===== config.mk =====
export PLATFORM = sky130hd
export DESIGN_NAME = mem_port_arbiter
export DESIGN_NICKNAME = d
export VERILOG_FILES = /design/src/rtl/mem_port_arbiter.sv
export SDC_FILE = /design/constraint.sdc
export NUM_CORES = 1
export LEC_CHECK = 0
export ABC_AREA = 1
export ABC_CLOCK_PERIOD_IN_PS = 2000
export CELL_PAD_IN_SITES_DETAIL_PLACEMENT = 0
export CELL_PAD_IN_SITES_GLOBAL_PLACEMENT = 1
export CORE_AREA = 2 2 256 258
export DETAILED_ROUTE_END_ITERATION = 7
export DIE_AREA = 0 0 258 260
export PLACE_DENSITY_LB_ADDON = 0.1
export SLEW_MARGIN = 20
export SYNTH_ARGS = -nofsm -noshare
export SYNTH_HDL_FRONTEND = slang
export SYNTH_SLANG_ARGS = --single-unit

===== constraint.sdc =====
create_clock -name clk -period 2 [get_ports clk]
set_input_delay 0.4 -clock clk [delete_from_list [all_inputs] [get_ports clk]]
set_output_delay 0.4 -clock clk [all_outputs]
set_load 0.005 [all_outputs]

===== src/rtl/mem_port_arbiter.sv =====
// Arbiter sharing one single-port memory between instruction fetch (IF) and
// load/store (LS): one transaction in flight, LS priority, IF starvation guard.
module mem_port_arbiter #(
  parameter int AW           = 64,
  parameter int DW           = 64,
  parameter int STARVE_LIMIT = 4
) (
  input  logic          clk,
  input  logic          rst,

  input  logic          if_req,
  input  logic [AW-1:0] if_addr,
  output logic          if_ready,
  output logic          if_rvalid,
  output logic [DW-1:0] if_rdata,

  input  logic          ls_req,
  input  logic          ls_we,
  input  logic [AW-1:0] ls_addr,
  input  logic [DW-1:0] ls_wdata,
  input  logic [DW-1:0] ls_wmask,
  output logic          ls_ready,
  output logic          ls_rvalid,
  output logic [DW-1:0] ls_rdata,

  output logic          mem_req,
  output logic          mem_we,
  output logic [AW-1:0] mem_addr,
  output logic [DW-1:0] mem_wdata,
  output logic [DW-1:0] mem_wmask,
  input  logic          mem_gnt,
  input  logic          mem_rvalid,
  input  logic [DW-1:0] mem_rdata
);

  typedef enum logic [1:0] {
    IDLE  = 2'd0,
    ISSUE = 2'd1,
    WAIT  = 2'd2,
    RESP  = 2'd3
  } state_t;

  localparam logic [3:0] LIMIT = 4'(STARVE_LIMIT);

  state_t     state;
  logic       owner_ls;
  logic [3:0] streak;
  logic       pick_ls;
  logic       pick_if;

  // Grant is combinational so the winner sees ready in the same IDLE cycle.
  // Reset gates it so every output reads 0 while rst is held.
  always_comb begin
    // NOTE: defaults first keep every path assigned, so no latch is inferred.
    pick_ls = 1'b0;
    pick_if = 1'b0;
    if (state == IDLE && !rst) begin
      if (ls_req && if_req) begin
        if (streak == LIMIT) pick_if = 1'b1;
        else                 pick_ls = 1'b1;
      end else if (ls_req) begin
        pick_ls = 1'b1;
      end else if (if_req) begin
        pick_if = 1'b1;
      end
    end
  end

  assign if_ready = pick_if;
  assign ls_ready = pick_ls;

  // NOTE: all state below uses non-blocking assignments so every register
  // samples pre-edge values regardless of statement order.
  always_ff @(posedge clk) begin
    if (rst) begin
      state     <= IDLE;
      owner_ls  <= 1'b0;
      streak    <= '0;
      mem_req   <= 1'b0;
      mem_we    <= 1'b0;
      mem_addr  <= '0;
      mem_wdata <= '0;
      mem_wmask <= '0;
      if_rvalid <= 1'b0;
      if_rdata  <= '0;
      ls_rvalid <= 1'b0;
      ls_rdata  <= '0;
    end else begin
      case (state)
        IDLE: begin
          if (pick_ls) begin
            mem_req   <= 1'b1;
            mem_we    <= ls_we;
            mem_addr  <= ls_addr;
            mem_wdata <= ls_wdata;
            mem_wmask <= ls_wmask;
            owner_ls  <= 1'b1;
            state     <= ISSUE;
            // Streak only grows while IF is actually being passed over.
            if (if_req) streak <= (streak >= LIMIT) ? LIMIT : streak + 4'd1;
            else        streak <= '0;
          end else if (pick_if) begin
            mem_req   <= 1'b1;
            mem_we    <= 1'b0;
            mem_addr  <= if_addr;
            mem_wdata <= '0;
            mem_wmask <= '0;
            owner_ls  <= 1'b0;
            state     <= ISSUE;
            streak    <= '0;
          end
        end

        ISSUE: begin
          if (mem_gnt) begin
            mem_req <= 1'b0;
            state   <= WAIT;
          end
        end

        WAIT: begin
          if (mem_rvalid) begin
            // Writes are acknowledged without disturbing either rdata register.
            if (!mem_we) begin
              if (owner_ls) ls_rdata <= mem_rdata;
              else          if_rdata <= mem_rdata;
            end
            if (owner_ls) ls_rvalid <= 1'b1;
            else          if_rvalid <= 1'b1;
            state <= RESP;
          end
        end

        RESP: begin
          if_rvalid <= 1'b0;
          ls_rvalid <= 1'b0;
          state     <= IDLE;
        end

        default: state <= IDLE;
      endcase
    end
  end

endmodule


==> PnR_summary.wiki <==
{| class="wikitable"
! Metric !! Value
|-
| Layout-stage area growth over the synthesis result || 70.5%
|-
| Worst reg-to-reg setup slack || 0.19 ns
|-
| Synth top area cells || sky130_fd_sc_hd__dfxtp_1 52%, sky130_fd_sc_hd__nand2_1 11%, sky130_fd_sc_hd__nor2_1 7.7%
|-
| Fmax || 0.522 GHz
|-
| WHS || 0.341 ns
|-
| Setup repair after global routing missed its margin || true
|-
| CTS sink cnt || 331
|-
| Synthesis Warnings || 0
|-
| H-tree depth reported by CTS || 2
|-
| Worst Hold End || state[1]$_SDFFE_PP0P_
|-
| Initial standard-cell utilization of the core || 0.200
|-
| Remaining max-slew budget at the tightest pin || 0.431
|-
| Mapped Avg Cell Area || 7.34 sq um
|-
| Maximum buffer depth of the clock tree || 3
|-
| Fraction of synthesized cell area taken by the top area cell type || 0.516
|-
| Clock tree root buffer cell || sky130_fd_sc_hd__clkbuf_16
|-
| Filler instances || 6744
|-
| Clock Skew || 0.0173 ns
|-
| Number of max-slew violations in the final report || 0
|-
| Instance count of the mapped netlist || 1750
|-
| Core box area || 64100 sq um
|-
| Sequential share of the synthesized area || 0.516
|-
| Nets in the synthesized netlist || 2083
|-
| Standard-cell row count || 93
|-
| CTS tree || yes
|-
| Mean routed wirelength per cell || 17.8 um
|-
| Register clock-pin slew on the reported worst setup and hold paths || 0.06 ns
|-
| Share of the synthesized area in compound gates (AO/OA/AOI/OAI) || 0.134
|-
| Via density per instance || 4.10
|-
| Min Clock Period, post-route || 1.92 ns
|-
| GRT Overall Usage || 0.165
|-
| Fin Setup TNS || 0 ns
|-
| Total number of nets in the final design || 2704
|-
| Leak || 9.11 nW
|-
| Status || complete, no violations
|-
| Distinct cell type count of the synthesized netlist || 24
|-
| Type of element launching the critical path || flop
|-
| Worst endpoint required time || 1.60 ns
|-
| Clock Latency Late Sink || 0.56 ns
|-
| Final core utilization || 0.342
|-
| Final ANT Viol Nets || 0
|-
| Tcrit/Tclk final || 0.958
|-
| Placed wire-length estimate after detailed placement || 41.0 mm
|-
| Worst ir drop on vdd || 0.759 mV
|-
| Critical setup path kind || reg -> out
|-
| End of the worst register-to-register path || mem_addr[7]$_SDFFE_PP0P_
|-
| 1st-iter DRT viols || 724
|-
| Worst Hold Path Cells || 5
|-
| Residual DRC count || 0
|-
| Number of vias after detailed routing || 13.4k
|-
| Overflow left after global routing || 0
|-
| Die Span Y || 260 um
|-
| Max-Cap Viols || 0
|-
| Simple-Gate Fraction of Synth Area || 0.253
|-
| Total of buffers placed on input and output ports || 652
|-
| Die W || 258 um
|-
| Synthesized-area fraction occupied by xor and xnor cells || 0
|-
| Crit Path Max Fanout || 3
|-
| Combinational family with the most area after synthesis || simple AND/OR/NAND/NOR gates
|-
| First-pass GRT wire length || 85.1 mm
|-
| Worst slew pin tran || 0.853 ns
|-
| Startpoint of the worst register-to-register path || streak[1]$_SDFFE_PP0P_
|-
| Worst reg-to-reg path cell count || 10
|-
| Pwr/cell area || 1010 nW/um^2
|-
| Gp weighted congestion || 0.806
|-
| Launch instance of the worst min-delay path || rst
|-
| Final cell area excluding filler cells || 21900 sq um
|-
| Number of global-route vias before repair || 13.3k
|-
| DR pass1 iterations || 5
|-
| Maximum number of pins on one net before global-route repair || 193
|-
| Die ar. || 67100 sq um
|-
| Cell type with the highest aggregate area in the netlist || sky130_fd_sc_hd__dfxtp_1
|-
| Number of buffers created by CTS || 43
|-
| Portion of netlist area occupied by mux cells || 0
|-
| Number of antenna violations at the first check in global routing || 12
|-
| Data arrival time at the worst-slack endpoint || 1.52 ns
|-
| Flip-flop and latch count after synthesis || 331
|-
| Hold Violations, Final || 0
|-
| Setup violators final || 0
|-
| Type of destination of the critical path || output port
|-
| Top-Level Pins || 653
|-
| Fraction of final layout cells sized beyond drive strength 1 || 0.0675
|-
| Hold Path Class || in -> reg
|-
| Cell area after placement || 20400 sq um
|-
| Total standard cell area after synthesis || 12800 sq um
|-
| Area share of fa/ha/maj cells after synthesis || 0.00584
|-
| Total length of routed wires || 58.0 mm
|}
power breakdown:
| part | internal (mW) | switching, mW |
|---|---|---|
| clock | 4.58 | 3.04 |
| sequential | 7.49 | 0.420 |
| combinational | 3.24 | 3.25 |
cells in the final DEF, fill, tap and decap left out, drive strengths merged:
cell / Yosys / final
nor3: 2 / 2
nor2: 263 / 263
a21oi: 138 / 138
o21ai: 197 / 197
bufinv: 0 / 1
o31ai: 1 / 1
diode: 0 / 7
nand3: 133 / 133
clkbuf: 53 / 67
dfxtp: 331 / 331
inv: 148 / 149
clkinv: 0 / 3
nor3b: 1 / 1
nand2: 402 / 402
ha: 6 / 6
clkdlybuf4s50: 0 / 649
buf: 72 / 52
nand4: 2 / 2
clkinvlp: 0 / 2
or2: 1 / 1
layer usage:
| layer | GRT usage | vias up | share of wire |
|---|---|---|---|
| li1 | - | 6768 | - |
| met1 | 0.183 | 6087 | 0.39 |
| met2 | 0.289 | 407 | 0.50 |
| met3 | 0.0644 | 97 | 0.087 |
| met4 | 0.0576 | 10 | 0.027 |
| met5 | 0 | - | 0.0013 |
stage by stage:
stage / cells / setup WS [ns] / power [mW]
after floorplan: 1750 / 0.470 / 10.8
after global placement: 3177 / -0.391 / 14.5
after detailed placement: 3177 / -0.410 / 14.5
after CTS: 3254 / -0.0230 / 22.5
after global routing: 3261 / -0.00932 / 23.4
final: 3262 / 0.0841 / 22.0
synth_stat cells, drive strengths merged:
master  count
o31ai       1
or2         1
nand4       2
nand3     133
o21ai     197
nor2      263
clkbuf     53
dfxtp     331
nor3b       1
ha          6
nor3        2
a21oi     138
nand2     402
buf        72
inv       148
worst max path at each step:
| stage | endpoint | cells past startpoint | start | slack, ns |
|---|---|---|---|---|
| 3_5_place_dp | if_ready | 4 | ls_req | -0.41 |
| 4_1_cts | if_ready | 5 | state[1]$_SDFFE_PP0P_ | -0.02 |
| 3_3_place_gp | if_ready | 4 | ls_req | -0.39 |
| 2_1_floorplan | ls_ready | 7 | state[0]$_SDFFE_PP0P_ | 0.47 |
| 6_report | ls_ready | 7 | state[0]$_SDFFE_PP0P_ | 0.08 |
| 5_1_grt | ls_ready | 7 | state[0]$_SDFFE_PP0P_ | -0.009 |
sequential cells by signal (all words and copies together), names as in the netlist:
signal / flops
mem_req: 1
if_rvalid: 1
ls_rvalid: 1
ls_rdata: 64
owner_ls: 1
streak: 4
mem_wdata: 64
if_rdata: 64
mem_wmask: 64
state: 2
mem_addr: 64
mem_we: 1
cell families after synthesis:
kind of cell             after synthesis
adder cells (fa/ha/maj)                6
buffers and inverters                273
AND/OR/NAND/NOR                      804
flip-flops                           331
AO/OA/AOI/OAI                        336
timing repair:
item | 4_1_cts | 5_1_grt
hold buffers | 0 | 0
setup endpoints to repair | 2 | 97
setup buffers | 3 | 1
pin swaps | 4 | 4
gates resized for setup | 19 | 14
final cells by class:
class	instances	area, sq um	area share
diodes	7	17.5	0.000800
clock inverters	7	68.8	0.00314
clock buffers	67	1310	0.0597
well taps	855	1070	0.0489
repair buffers	701	7110	0.325
flip-flops and latches	331	6630	0.303
inverters	148	571	0.0261
multi-input cells	1146	5120	0.234
critical path, cell delays in order (launching register included):
cell                      delay (ns)
sky130_fd_sc_hd__dfxtp_2        0.32
sky130_fd_sc_hd__inv_2          0.07
sky130_fd_sc_hd__ha_4           0.18
sky130_fd_sc_hd__nand3_4        0.08
sky130_fd_sc_hd__inv_4          0.07
sky130_fd_sc_hd__nand2_4        0.06
sky130_fd_sc_hd__inv_8          0.08
sky130_fd_sc_hd__buf_6          0.09
Note: power is estimated with default switching activity, not from simulation.
